`config.mk`:
```
export PLATFORM = sky130hd
export DESIGN_NAME = script_executor
export DESIGN_NICKNAME = d
export VERILOG_FILES = /design/src/rtl/script_pkg.sv /design/src/rtl/script_executor_tick.sv /design/src/rtl/script_executor.sv
export SDC_FILE = /design/constraint.sdc
export NUM_CORES = 1
export LEC_CHECK = 0
export ABC_AREA = 0
export CAP_MARGIN = 20
export CORE_ASPECT_RATIO = 0.8
export CORE_MARGIN = 2
export CORE_UTILIZATION = 50
export DETAILED_ROUTE_END_ITERATION = 6
export PLACE_DENSITY = 0.74
export SYNTH_ARGS = -nofsm -noshare
export SYNTH_HDL_FRONTEND = slang
export SYNTH_HIERARCHICAL = 1
export SYNTH_SLANG_ARGS = --single-unit
```
`constraint.sdc`:
```
create_clock -name clk -period 4.8 [get_ports clk]
set_clock_uncertainty 0.05 [all_clocks]
set_input_delay 1.2 -clock clk [delete_from_list [all_inputs] [get_ports clk]]
set_output_delay 1.2 -clock clk [all_outputs]
set_load 0.03 [all_outputs]
```
`src/rtl/script_pkg.sv`:
```
// script_pkg: opcodes, executor state codes and instruction field layout.
package script_pkg;
    typedef enum logic [2:0] {
        S_IDLE   = 3'd0,
        S_FETCH  = 3'd1,
        S_DECODE = 3'd2,
        S_SEND   = 3'd3,
        S_WAITT  = 3'd4,
        S_WAITC  = 3'd5,
        S_DONE   = 3'd6,
        S_ERR    = 3'd7
    } state_e;

    localparam logic [2:0] OP_NOP   = 3'b000;
    localparam logic [2:0] OP_ACT   = 3'b001;
    localparam logic [2:0] OP_JMPC  = 3'b010;
    localparam logic [2:0] OP_WAIT  = 3'b011;
    localparam logic [2:0] OP_WAITC = 3'b100;
    localparam logic [2:0] OP_GOTO  = 3'b101;
    localparam logic [2:0] OP_END   = 3'b110;

    typedef struct packed {
        logic [7:0] k;
        logic       rsv;
        logic       p;
        logic [2:0] b;
        logic [2:0] op;
    } instr_t;

    function automatic logic cond_met(input logic [7:0] fb, input instr_t i);
        return fb[i.b] == i.p;
    endfunction
endpackage

```
`src/rtl/script_executor_tick.sv`:
```
// tick_gen: one-cycle pulse every TICK_CYCLES cycles, restartable by clr_i.
module tick_gen #(
    parameter int TICK_CYCLES = 10_000_000
) (
    input  logic clk,
    input  logic rst,
    input  logic clr_i,
    output logic tick_o
);
    localparam int W = (TICK_CYCLES > 1) ? $clog2(TICK_CYCLES) : 1;
    localparam logic [W-1:0] LAST = W'(TICK_CYCLES - 1);

    logic [W-1:0] cnt_q;

    always_ff @(posedge clk) begin
        if (rst || clr_i) cnt_q <= '0;
        else              cnt_q <= (cnt_q == LAST) ? '0 : cnt_q + W'(1);
    end

    assign tick_o = (cnt_q == LAST);
endmodule

```
`src/rtl/script_executor.sv`:
```
// script_executor: ROM-driven command sequencer for auto mode.
// Define SCRIPT_TIMEOUT_EN to add a tick watchdog to WAITC.
module script_executor
    import script_pkg::*;
#(
    parameter int TICK_CYCLES   = 10_000_000,
    parameter int TIMEOUT_TICKS = 100
) (
    input  logic        clk,
    input  logic        rst,
    input  logic        mode,
    input  logic        start,
    input  logic [15:0] script,
    input  logic [7:0]  feedback,
    input  logic        cmd_ready,
    output logic [7:0]  pc,
    output logic [7:0]  state_auto,
    output logic [7:0]  cmd,
    output logic        cmd_valid,
    output logic        done,
    output logic        err
);
    // Tick counter must hold both WAIT operands and the watchdog limit.
    localparam int CW = ($clog2(TIMEOUT_TICKS + 1) > 8) ? $clog2(TIMEOUT_TICKS + 1) : 8;

    state_e        state_q, state_d;
    logic [7:0]    pc_q, pc_d, cmd_q, cmd_d, pc_inc;
    instr_t        ir_q, ir_d, in;
    logic [CW-1:0] ticks_q, ticks_d;
    logic          clr, tick;

    assign in     = instr_t'(script);
    assign pc_inc = pc_q + 8'd1;
    assign clr    = (state_q == S_DECODE);

    tick_gen #(.TICK_CYCLES(TICK_CYCLES)) u_tick (
        .clk(clk), .rst(rst), .clr_i(clr), .tick_o(tick)
    );

    always_comb begin
        state_d = state_q;
        pc_d    = pc_q;
        ir_d    = ir_q;
        cmd_d   = cmd_q;
        ticks_d = ticks_q;
        case (state_q)
            S_IDLE, S_DONE, S_ERR: if (start) begin
                pc_d    = '0;
                state_d = S_FETCH;
            end
            S_FETCH: state_d = S_DECODE;
            S_DECODE: begin
                ir_d    = in;
                ticks_d = '0;
                state_d = S_FETCH;
                case (in.op)
                    OP_NOP:   pc_d = pc_inc;
                    OP_ACT:   begin cmd_d = in.k; state_d = S_SEND; end
                    OP_JMPC:  pc_d = cond_met(feedback, in) ? pc_q + in.k : pc_inc;
                    OP_WAIT:  if (in.k == 8'd0) pc_d = pc_inc; else state_d = S_WAITT;
                    OP_WAITC: state_d = S_WAITC;
                    OP_GOTO:  pc_d = in.k;
                    OP_END:   state_d = S_DONE;
                    default:  state_d = S_ERR;
                endcase
            end
            S_SEND: if (cmd_ready) begin
                pc_d    = pc_inc;
                state_d = S_FETCH;
            end
            S_WAITT: if (tick) begin
                ticks_d = ticks_q + CW'(1);
                if (ticks_q == CW'(ir_q.k) - CW'(1)) begin
                    pc_d    = pc_inc;
                    state_d = S_FETCH;
                end
            end
            S_WAITC: begin
                if (cond_met(feedback, ir_q)) begin
                    pc_d    = pc_inc;
                    state_d = S_FETCH;
                end
`ifdef SCRIPT_TIMEOUT_EN
                else if (tick) begin
                    ticks_d = ticks_q + CW'(1);
                    if (ticks_q == CW'(TIMEOUT_TICKS - 1)) state_d = S_ERR;
                end
`endif
            end
        endcase
        // Leaving auto mode aborts everything, even a pending handshake.
        if (!mode) begin
            state_d = S_IDLE;
            pc_d    = '0;
        end
    end

    always_ff @(posedge clk) begin
        if (rst) begin
            state_q <= S_IDLE;
            pc_q    <= '0;
            cmd_q   <= '0;
            ir_q    <= '0;
            ticks_q <= '0;
        end else begin
            state_q <= state_d;
            pc_q    <= pc_d;
            cmd_q   <= cmd_d;
            ir_q    <= ir_d;
            ticks_q <= ticks_d;
        end
    end

    assign pc         = pc_q;
    assign state_auto = {5'd0, state_q};
    assign cmd        = cmd_q;
    assign cmd_valid  = (state_q == S_SEND);
    assign done       = (state_q == S_DONE);
    assign err        = (state_q == S_ERR);
endmodule

```
==> run metrics <==
status finished, final reports clean; Die X about 100 um; Clock Latency Late Sink about 0.34 ns; maxcap violations 0; PortBufs between 40 and 50; drt total wl roughly 10,000 um; Tot GR Track Use between 20% and 30%; die span in y approximately 84 um; DP Cell Count roughly 630; Via Count between 3k and 4k; final cell count without fillers 643; peak supply drop roughly 0.00017 V; Num CTS Buffers 9; FP Rows 28; Post-DP Area about 4500 um2; crit share post-route between 70 and 80%; crit path buf inv count 1; Detailed Place HPWL between 7000 and 8000 um; synthesized area per cell about 8.1 um2; CP peak stage delay ~0.60 ns; critical path fanouts, max 14; Clock transition at path regs ~0.070 ns; EDFF count, synth 0; Worst path slowest cell or4_1; startpoint types input pin; final core utilization 61.7%; CTS tree built; Crit path max-delay family compound AO/OA/AOI/OAI gates; first-pass GRT wire length 17,100 um; Hold Vio Cnt, Final 0; Final Setup Violations 0; largest net degree at the start of global routing 28; IO Pins between 50 and 60; FMAX roughly 260 MHz; vias in the first global route between 3k and 4k; H-tree Lvls 3; count of cell types in the netlist between 60 and 70; crit path time final roughly 3.8 ns; commonest non-fill, non-tap cells in the layout dfxtp_1, nand2_1, clkdlybuf4s50_1, a21oi_1, nor2_1; Ant. Diodes 0; crit path cell chain clkdlybuf4s50_1, or4_1, o21ai_2, a211oi_1, nor4_2, o211ai_2, a2111oi_2, a211oi_2; CTS root buf clkbuf_8; hold_buf cts 0; GRT overflow 0; hold crit path type flop to flop; main flop type after synthesis dfxtp_1; Seq/Total Area, Yosys 31.9%; Final Cell Area 4650 um2; Resized Gates After CTS 0; Worst setup EP type flop; Pins Over Slew Limit 0; cell count after synthesis 488; Fin Setup TNS 0 ns; WP data arrival about 4.0 ns; Cell Area, Synth 3950 um2; Leakage approximately 1.6 nW; layout cells sized above 1 9.11%; core area 7530 um2; Initial Util approximately 52%; synthesized flop and latch total between 60 and 70; normalized max-slew margin about 39%; RSZ-0062 raised after global routing no; FFs w/ async S/R, synth 0%; kind of critical path input pin to flop; synth-to-layout area growth 17.6%; Required @ worst endpoint around 5.0 ns; DRC viols 0; Power per Cell Area around 250 nW/um2; Max clock buf depth 2; antenna violations before repair 0; Post-CTS Setup Inserts 0; Wirelength per Cell ~16 um; clock sink count 63; most common cell after layout, fill and taps aside dfxtp_1; number of nets in the layout between 500 and 600; DRT antenna net count 0; Worst Tran Pin Value around 0.92 ns; GPL Wtd Cong about 0.94; vias per inst between 5 and 6; 1st-pass router iterations 5; die footprint approximately 8600 um2; synth warn 6; initial drt markers 230
==> Yosys cell counts (all sizes together) (4+ instances only) <==
library cell | count | share of area [%]
dfxtp | 63 | 32
nand2 | 56 | 5.3
a21oi | 50 | 6.5
nor2 | 46 | 4.4
xnor2 | 29 | 6.4
nand3 | 24 | 3.0
o21ai | 17 | 2.3
inv | 16 | 1.5
mux2i | 15 | 3.8
buf | 14 | 2.7
clkbuf | 12 | 1.1
nor3 | 12 | 1.8
or4 | 12 | 2.7
ha | 11 | 3.5
a211oi | 9 | 2.0
xor2 | 9 | 2.0
and3 | 8 | 1.3
nand4 | 7 | 1.3
nor2b | 7 | 1.1
or3 | 7 | 1.1
nor4 | 6 | 1.1
nand2b | 4 | 0.63
nor3b | 4 | 0.76
o31ai | 4 | 0.76
==> flip-flops by register name (all words and copies together) (netlist names) <==
name	flops
ir_q	12
u_tick/cnt_q	24
state_q	3
pc	8
ticks_q	8
cmd	8
==> per-stage QoR <==
step                power [W]  worst slack [ns]  hold slack [ns]
floorplan            0.000696              1.72            0.368
global placement     0.000759             0.719            0.376
detailed placement   0.000762             0.698            0.391
CTS                   0.00115              1.03            0.407
global route          0.00120             0.841            0.436
finish                0.00114              1.00            0.406
==> layout make-up <==
type | instances | area [um2]
fillers | 697 | 2880
well taps | 105 | 131
clock inverters | 4 | 22.5
multi-input cells | 386 | 2490
clock buffers | 12 | 135
inverters | 17 | 63.8
repair buffers | 56 | 543
flip-flops and latches | 63 | 1260
==> metal layers <==
layer | vias up | wire [um] | track usage, %
met5 | - | 0 | 0
met4 | 0 | 94 | 5.50
met3 | 10 | 790 | 7.29
met2 | 130 | 4390 | 34.7
met1 | 1747 | 5150 | 38.5
li1 | 1844 | - | -
==> tightest hold or removal path, cell delays in order (launching register included) <==
cell and delay (ns):
dfxtp_1 0.31, nand2_1 0.05, a21oi_1 0.05
==> power breakdown <==
group	internal, W	leakage (nW)	total [W]	switching [W]
Sequential	0.000533	0.509	0.000548	0.0000152
Combinational	0.0000887	0.975	0.000206	0.000118
Clock	0.000185	0.0801	0.000387	0.000202
Total	0.000806	1.56	0.00114	0.000334
==> final timing paths <==
check	start	endpoint	slack, ns	depth (start not counted)
worst min-delay path	cmd[7]	cmd[7]	0.41	2
worst max-delay path	script[12]	pc[7]	1.00	8
worst min register to register	cmd[7]	cmd[7]	0.41	2
worst max register to register	u_tick/cnt_q[0]	pc[7]	1.61	8
==> cells by family after synthesis <==
family	count (synthesis)	synth area share [%]
AO/OA/AOI/OAI	110	18.6
flip-flops	63	31.9
XOR/XNOR	38	8.42
AND/OR/NAND/NOR	204	26.7
adder cells (fa/ha/maj)	12	3.99
buffers and inverters	43	5.41
other	1	0.0949
multiplexers	17	4.94
Note: power is estimated with default switching activity, not from simulation.
